`src/rtl/div_seq_pkg.sv`:
```
// Shared definitions for the MIX DIV sequencer: state encoding, MIX word geometry
// and the nominal divider latency.
package div_seq_pkg;

  localparam int MAG_W       = 30;
  localparam int SIGN_BIT    = 30;
  localparam int WORD_W      = 31;
  localparam int DIVIDEND_W  = 2 * MAG_W + 1;
  localparam int DIV_LATENCY = 12;

  typedef enum logic [2:0] {
    ST_DRAIN,
    ST_IDLE,
    ST_LAUNCH,
    ST_WAIT,
    ST_WRITE
  } state_t;

  // Early overflow screen: |rA| >= |V| or V is a signed zero.
  function automatic logic fast_ovf_hit(input logic [WORD_W-1:0] ra,
                                        input logic [WORD_W-1:0] v);
    return (ra[MAG_W-1:0] >= v[MAG_W-1:0]) || (v[MAG_W-1:0] == '0);
  endfunction

endpackage

```
`src/rtl/div_seq_wdog.sv`:
```
// Loadable down-counter shared by the post-reset drain and the divider watchdog.
// Holds at zero; expired is high whenever the count is zero.
module div_seq_wdog #(
  parameter int             W       = 5,
  parameter logic [W-1:0]   RST_VAL = '0
) (
  input  logic         clk,
  input  logic         rst_n,
  input  logic         load,
  input  logic [W-1:0] load_val,
  input  logic         en,
  output logic         expired
);

  logic [W-1:0] count_reg;

  always_ff @(posedge clk or negedge rst_n) begin
    if (!rst_n) begin
      count_reg <= RST_VAL;
    end else if (load) begin
      count_reg <= load_val;
    end else if (en && (count_reg != '0)) begin
      count_reg <= count_reg - 1'b1;
    end
  end

  assign expired = (count_reg == '0);

endmodule

```
`src/rtl/div_seq.sv`:
```
// Sequencer between the execute stage and the 12-cycle MIX divider.
// Optional macro DIV_SEQ_FASTOVF_EN: resolve obvious overflows without starting the divider.
module div_seq
  import div_seq_pkg::*;
#(
  parameter int TIMEOUT      = 16,
  parameter int DRAIN_CYCLES = 14
) (
  input  logic                  clk,
  input  logic                  rst_n,
  input  logic                  req,
  output logic                  ready,
  input  logic [WORD_W-1:0]     ra_in,
  input  logic [WORD_W-1:0]     rx_in,
  input  logic [WORD_W-1:0]     v_in,
  output logic [WORD_W-1:0]     ra_out,
  output logic [WORD_W-1:0]     rx_out,
  output logic                  ra_we,
  output logic                  rx_we,
  output logic                  ovf_set,
  output logic                  done,
  output logic                  err,
  output logic                  div_start,
  output logic [DIVIDEND_W-1:0] div_dividend,
  output logic [WORD_W-1:0]     div_divisor,
  input  logic                  div_stop,
  input  logic [MAG_W-1:0]      div_quotient,
  input  logic [MAG_W-1:0]      div_rest,
  input  logic                  div_sign,
  input  logic                  div_overflow
);

  localparam int CNT_MAX = (TIMEOUT > DRAIN_CYCLES) ? TIMEOUT : DRAIN_CYCLES;
  localparam int CNT_W   = $clog2(CNT_MAX + 1);
  // Both counts end on the cycle the counter reads zero, hence the minus one.
  localparam logic [CNT_W-1:0] DRAIN_LOAD = CNT_W'(DRAIN_CYCLES - 1);
  localparam logic [CNT_W-1:0] WAIT_LOAD  = CNT_W'(TIMEOUT - 1);

  state_t                  state_reg;
  logic                    ready_reg;
  logic                    done_reg;
  logic                    err_reg;
  logic                    ra_we_reg;
  logic                    rx_we_reg;
  logic                    ovf_set_reg;
  logic                    div_start_reg;
  logic [WORD_W-1:0]       ra_out_reg;
  logic [WORD_W-1:0]       rx_out_reg;
  logic [DIVIDEND_W-1:0]   dividend_reg;
  logic [WORD_W-1:0]       divisor_reg;
  logic                    saved_sign_reg;
  logic [MAG_W-1:0]        quot_reg;
  logic [MAG_W-1:0]        rest_reg;
  logic                    sign_reg;
  logic                    ovf_reg;

  logic                    wdog_load;
  logic                    wdog_en;
  logic                    wdog_expired;
  logic                    fast_ovf;
  logic                    unused_rx_sign;

  // rX sign never reaches the divider; the dividend sign comes from rA.
  assign unused_rx_sign = rx_in[SIGN_BIT];

`ifdef DIV_SEQ_FASTOVF_EN
  assign fast_ovf = fast_ovf_hit(ra_in, v_in);
`else
  assign fast_ovf = 1'b0;
`endif

  always_comb begin
    wdog_load = (state_reg == ST_LAUNCH);
    wdog_en   = (state_reg == ST_DRAIN) || (state_reg == ST_WAIT);
  end

  div_seq_wdog #(
    .W       (CNT_W),
    .RST_VAL (DRAIN_LOAD)
  ) u_wdog (
    .clk      (clk),
    .rst_n    (rst_n),
    .load     (wdog_load),
    .load_val (WAIT_LOAD),
    .en       (wdog_en),
    .expired  (wdog_expired)
  );

  always_ff @(posedge clk or negedge rst_n) begin
    if (!rst_n) begin
      state_reg      <= ST_DRAIN;
      ready_reg      <= 1'b0;
      done_reg       <= 1'b0;
      err_reg        <= 1'b0;
      ra_we_reg      <= 1'b0;
      rx_we_reg      <= 1'b0;
      ovf_set_reg    <= 1'b0;
      div_start_reg  <= 1'b0;
      ra_out_reg     <= '0;
      rx_out_reg     <= '0;
      dividend_reg   <= '0;
      divisor_reg    <= '0;
      saved_sign_reg <= 1'b0;
      quot_reg       <= '0;
      rest_reg       <= '0;
      sign_reg       <= 1'b0;
      ovf_reg        <= 1'b0;
    end else begin
      div_start_reg <= 1'b0;
      done_reg      <= 1'b0;
      ra_we_reg     <= 1'b0;
      rx_we_reg     <= 1'b0;
      ovf_set_reg   <= 1'b0;

      case (state_reg)
        // Divider has no reset: let any run started before reset play out.
        ST_DRAIN: begin
          if (wdog_expired) begin
            ready_reg <= 1'b1;
            state_reg <= ST_IDLE;
          end
        end

        ST_IDLE: begin
          if (req && ready_reg) begin
            ready_reg      <= 1'b0;
            dividend_reg   <= {ra_in[SIGN_BIT], ra_in[MAG_W-1:0], rx_in[MAG_W-1:0]};
            divisor_reg    <= v_in;
            saved_sign_reg <= ra_in[SIGN_BIT];
            if (fast_ovf) begin
              ovf_reg   <= 1'b1;
              state_reg <= ST_WRITE;
            end else begin
              div_start_reg <= 1'b1;
              state_reg     <= ST_LAUNCH;
            end
          end
        end

        ST_LAUNCH: begin
          state_reg <= ST_WAIT;
        end

        ST_WAIT: begin
          if (div_stop) begin
            quot_reg  <= div_quotient;
            rest_reg  <= div_rest;
            sign_reg  <= div_sign;
            ovf_reg   <= div_overflow;
            state_reg <= ST_WRITE;
          end else if (wdog_expired) begin
            err_reg   <= 1'b1;
            done_reg  <= 1'b1;
            ready_reg <= 1'b1;
            state_reg <= ST_IDLE;
          end
        end

        ST_WRITE: begin
          done_reg  <= 1'b1;
          ready_reg <= 1'b1;
          state_reg <= ST_IDLE;
          if (ovf_reg) begin
            ovf_set_reg <= 1'b1;
            ra_out_reg  <= '0;
            rx_out_reg  <= '0;
          end else begin
            // Signs survive a zero magnitude, giving MIX -0 where due.
            ra_out_reg <= {sign_reg, quot_reg};
            rx_out_reg <= {saved_sign_reg, rest_reg};
            ra_we_reg  <= 1'b1;
            rx_we_reg  <= 1'b1;
          end
        end

        default: begin
          state_reg <= ST_DRAIN;
        end
      endcase
    end
  end

  assign ready        = ready_reg;
  assign done         = done_reg;
  assign err          = err_reg;
  assign ra_we        = ra_we_reg;
  assign rx_we        = rx_we_reg;
  assign ovf_set      = ovf_set_reg;
  assign ra_out       = ra_out_reg;
  assign rx_out       = rx_out_reg;
  assign div_start    = div_start_reg;
  assign div_dividend = dividend_reg;
  assign div_divisor  = divisor_reg;

endmodule
```
`config.mk`:
```
export PLATFORM = sky130hd
export DESIGN_NAME = div_seq
export DESIGN_NICKNAME = d
export VERILOG_FILES = /design/src/rtl/div_seq_pkg.sv /design/src/rtl/div_seq_wdog.sv /design/src/rtl/div_seq.sv
export SDC_FILE = /design/constraint.sdc
export NUM_CORES = 1
export LEC_CHECK = 0
export CAP_MARGIN = 20
export CORE_MARGIN = 5
export CORE_UTILIZATION = 45
export CTS_BUF_LIST = sky130_fd_sc_hd__clkbuf_2 sky130_fd_sc_hd__clkbuf_4 sky130_fd_sc_hd__clkbuf_8
export CTS_CLUSTER_SIZE = 14
export DETAILED_ROUTE_END_ITERATION = 10
export PLACE_DENSITY = 0.8
export SLEW_MARGIN = 0
export SYNTH_ARGS = -nofsm -noshare
export SYNTH_HDL_FRONTEND = slang
export SYNTH_HIERARCHICAL = 1
export SYNTH_SLANG_ARGS = --single-unit
export TNS_END_PERCENT = 50
```
`constraint.sdc`:
```
create_clock -name clk -period 6.4 [get_ports clk]
set_input_delay 0.96 -clock clk [delete_from_list [all_inputs] [get_ports clk]]
set_output_delay 0.96 -clock clk [all_outputs]
set_load 0.01 [all_outputs]
```
==> reports/results.txt <==
Status -> finished clean
Largest net degree at the start of global routing -> 134
Fin area -> 13500 sq um
Final Max Slew Viols -> 0
CP endpoint -> div_dividend[60]$_DFFE_PN0P_
Met1 WL -> 8840 um
Pleak -> 5.90 nW
TritonRoute pass-1 iters -> 4
Clock sinks -> 230
GP Congestion -> 0.782
DP HPWL -> 16300 um
Post-CTS setup buffers -> 0
Max_cap viols -> 0
Slew HR -> 33.8%
Post-Route Setup TNS -> 0 ps
Die area -> 23700 sq um
Final Setup Violations -> 0
Placed Area -> 12600 sq um
Crit-path max FO -> 40
Number of cells on the worst reg-to-reg path -> 4
1st-iter DRT viols -> 205
DRT Wirelength -> 23400 um
Fmax achieved -> 338 MHz
Worst Max-Slew Pin Slew -> 993 ps
Power density over cell area -> 468 nW/um^2
Ordered list of cells on the worst path -> clkdlybuf4s50_1 > and3b_1 > and3b_4 > buf_4 > mux2_2
Fin crit period -> 2960 ps
FF-to-FF Start -> state_reg[1]$_DFFE_PN0P_
Cells on Worst Hold Path -> 2
Fin crit share -> 46.3%
Worst min path class -> flip-flop to flip-flop
Vias in the first global route -> 6543
First-pass GRT wire length -> 37200 um
R2R Setup Slk -> 3820 ps
Proportion of layout cells with a drive suffix above 1 -> 23.9%
IO Count -> 320
Via density -> 4.78
Final hold vios -> 0
Number of antenna violations at the first check in global routing -> 3
Hold_buf cts -> 0
Cell Rows -> 52
FILL cells -> 1500
Register area share after synthesis -> 61.9%
DR WL/cell -> 18.0 um
Max reg flops -> 61
Crit-path slowest cell -> and3b_4
Unrepaired setup endpoints after global routing -> false
Biggest cell delay along the critical path -> 740 ps
Top layer in use -> met4
Max Buffers Root-to-Sink -> 3
Initial core utilization -> 45.8%
Synthesized flop and latch total -> 230
Layout Skew -> 37.2 ps
Post-synthesis instance area -> 9300 sq um
Worst skew pair latency -> 530 ps
Reg2reg end -> div_dividend[60]$_DFFE_PN0P_
CP Launch Type -> input pin
CP endpoint kind -> flip-flop
WL met2 -> 11500 um
GRT Total Usage -> 19.6%
Post-CTS resize count -> 0
Synth Area per Inst -> 13.9 sq um
Fin nets -> 1154
CP Launch Point -> req
Die height -> 154 um
CORE AREA -> 20300 sq um
Drt drc -> 0
Final ANT Viol Nets -> 0
Yosys Warn Count -> 6
Layout area overhead -> 44.8%
Crit path DAT -> 3350 ps
IR drop worst, VDD -> 0.000230 V
CTS buffer count -> 40
H-tree Lvls -> 2
Met3 wire length -> 2360 um
CTS Root Cell -> clkbuf_8
WS Path Type -> input pin to flip-flop
DIE WIDTH -> 154 um
Clock Pin Slew Worst Setup and Hold Paths -> 60 ps
PortBufs -> 318
GRT Residual Overflow -> 0
CTS tree -> yes
Netlist cell types -> 38
Via count -> 6204
Worst path required time -> 6790 ps
Synth Instances -> 667
[logic make-up after synthesis]
| family | after synthesis | share of synthesized area [%] |
|---|---|---|
| compound gates | 80 | 4.61 |
| fa+ha+maj | 1 | 0.134 |
| buf+inv | 50 | 3.70 |
| flops | 230 | 61.9 |
| mux | 154 | 21.1 |
| other cells | 2 | 0.0807 |
| simple gates | 150 | 8.51 |
[synthesized netlist by cell type (all sizes together)]
cell type	n	area share (%)
nand4b	1	0.094
dfrtp	227	61
a31oi	1	0.067
nor3b	1	0.081
nor2b	2	0.13
a22oi	1	0.081
and3b	2	0.19
o31a	1	0.094
or4b	3	0.36
ha	1	0.13
o21ai	66	3.6
buf	28	2.8
or3b	1	0.094
a21oi	7	0.42
clkbuf	16	0.65
conb	2	0.081
or3	2	0.13
o31ai	2	0.22
nand2b	64	4.3
inv	6	0.24
nor2	3	0.12
dfstp	3	0.85
nand2	68	2.7
a21o	1	0.081
and3	3	0.26
o311a	1	0.11
mux2	154	21
[critical path, delay by kind of cell]
family	cells	cell delay, ps
buf+inv	2	1010
mux	1	390
simple gates	2	950
[per-stage QoR]
step / utilization, % / setup WS [ps] / hold WS, ps / total power [W] / instances
2_1_floorplan: - / 4290 / 480 / 0.00373 / 670
3_3_place_gp: 62.0 / 2920 / 453 / 0.00488 / 1220
3_5_place_dp: 62.0 / 2900 / 470 / 0.00497 / 1220
4_1_cts: 66.2 / 3470 / 482 / 0.00640 / 1292
5_1_grt: 66.4 / 3350 / 504 / 0.00671 / 1297
6_report: 66.4 / 3440 / 475 / 0.00630 / 1297
[final cells by class]
cell class	instances	area [sq um]	area share (%)
timing repair buffer	326	3280	24.3
antenna	3	7.51	0.0557
clock inverter	2	10.0	0.0743
sequential	230	5760	42.8
inverter	6	22.5	0.167
clock buffer	70	838	6.22
tap	270	338	2.51
multi-input combinational	390	3220	23.9
[layer usage]
layer,vias up,track usage [%]
li1,2924,-
met1,3008,22.8
met2,232,32.7
met3,40,8.46
met4,0,6.73
met5,-,0
[power by group]
part | internal (W) | switching (W)
Sequential | 0.00210 | 0.000363
Combinational | 0.00154 | 0.000918
Clock | 0.000817 | 0.000563
[how the worst min path moves through the flow]
stage	startpoint	to	slack, ps
global route	rx_out[24]$_DFFE_PN0P_	rx_out[24]$_DFFE_PN0P_	500
CTS	rx_out[24]$_DFFE_PN0P_	rx_out[24]$_DFFE_PN0P_	480
detailed placement	rx_out[24]$_DFFE_PN0P_	rx_out[24]$_DFFE_PN0P_	470
floorplan	rest_reg[29]$_DFFE_PN0P_	rest_reg[29]$_DFFE_PN0P_	480
global placement	err$_DFFE_PN0P_	err$_DFFE_PN0P_	450
finish	rx_out[1]$_DFFE_PN0P_	rx_out[1]$_DFFE_PN0P_	470
[layout by cell type, fill, tap and decap left out, drive strengths merged]
cell type	count
clkdlybuf4s50	317
o31ai	2
and3	3
nand2b	64
nor3b	1
clkbuf	71
dfrtp	227
or3	2
clkinv	2
nand2	68
and3b	2
dfstp	3
o31a	1
a21o	1
ha	1
conb	5
mux2	154
nor2	3
inv	6
o311a	1
a22oi	1
buf	8
nand4b	1
a21oi	7
or4b	3
or3b	1
o21ai	66
a31oi	1
nor2b	2
diode	3
(Power assumes the default switching activity.)
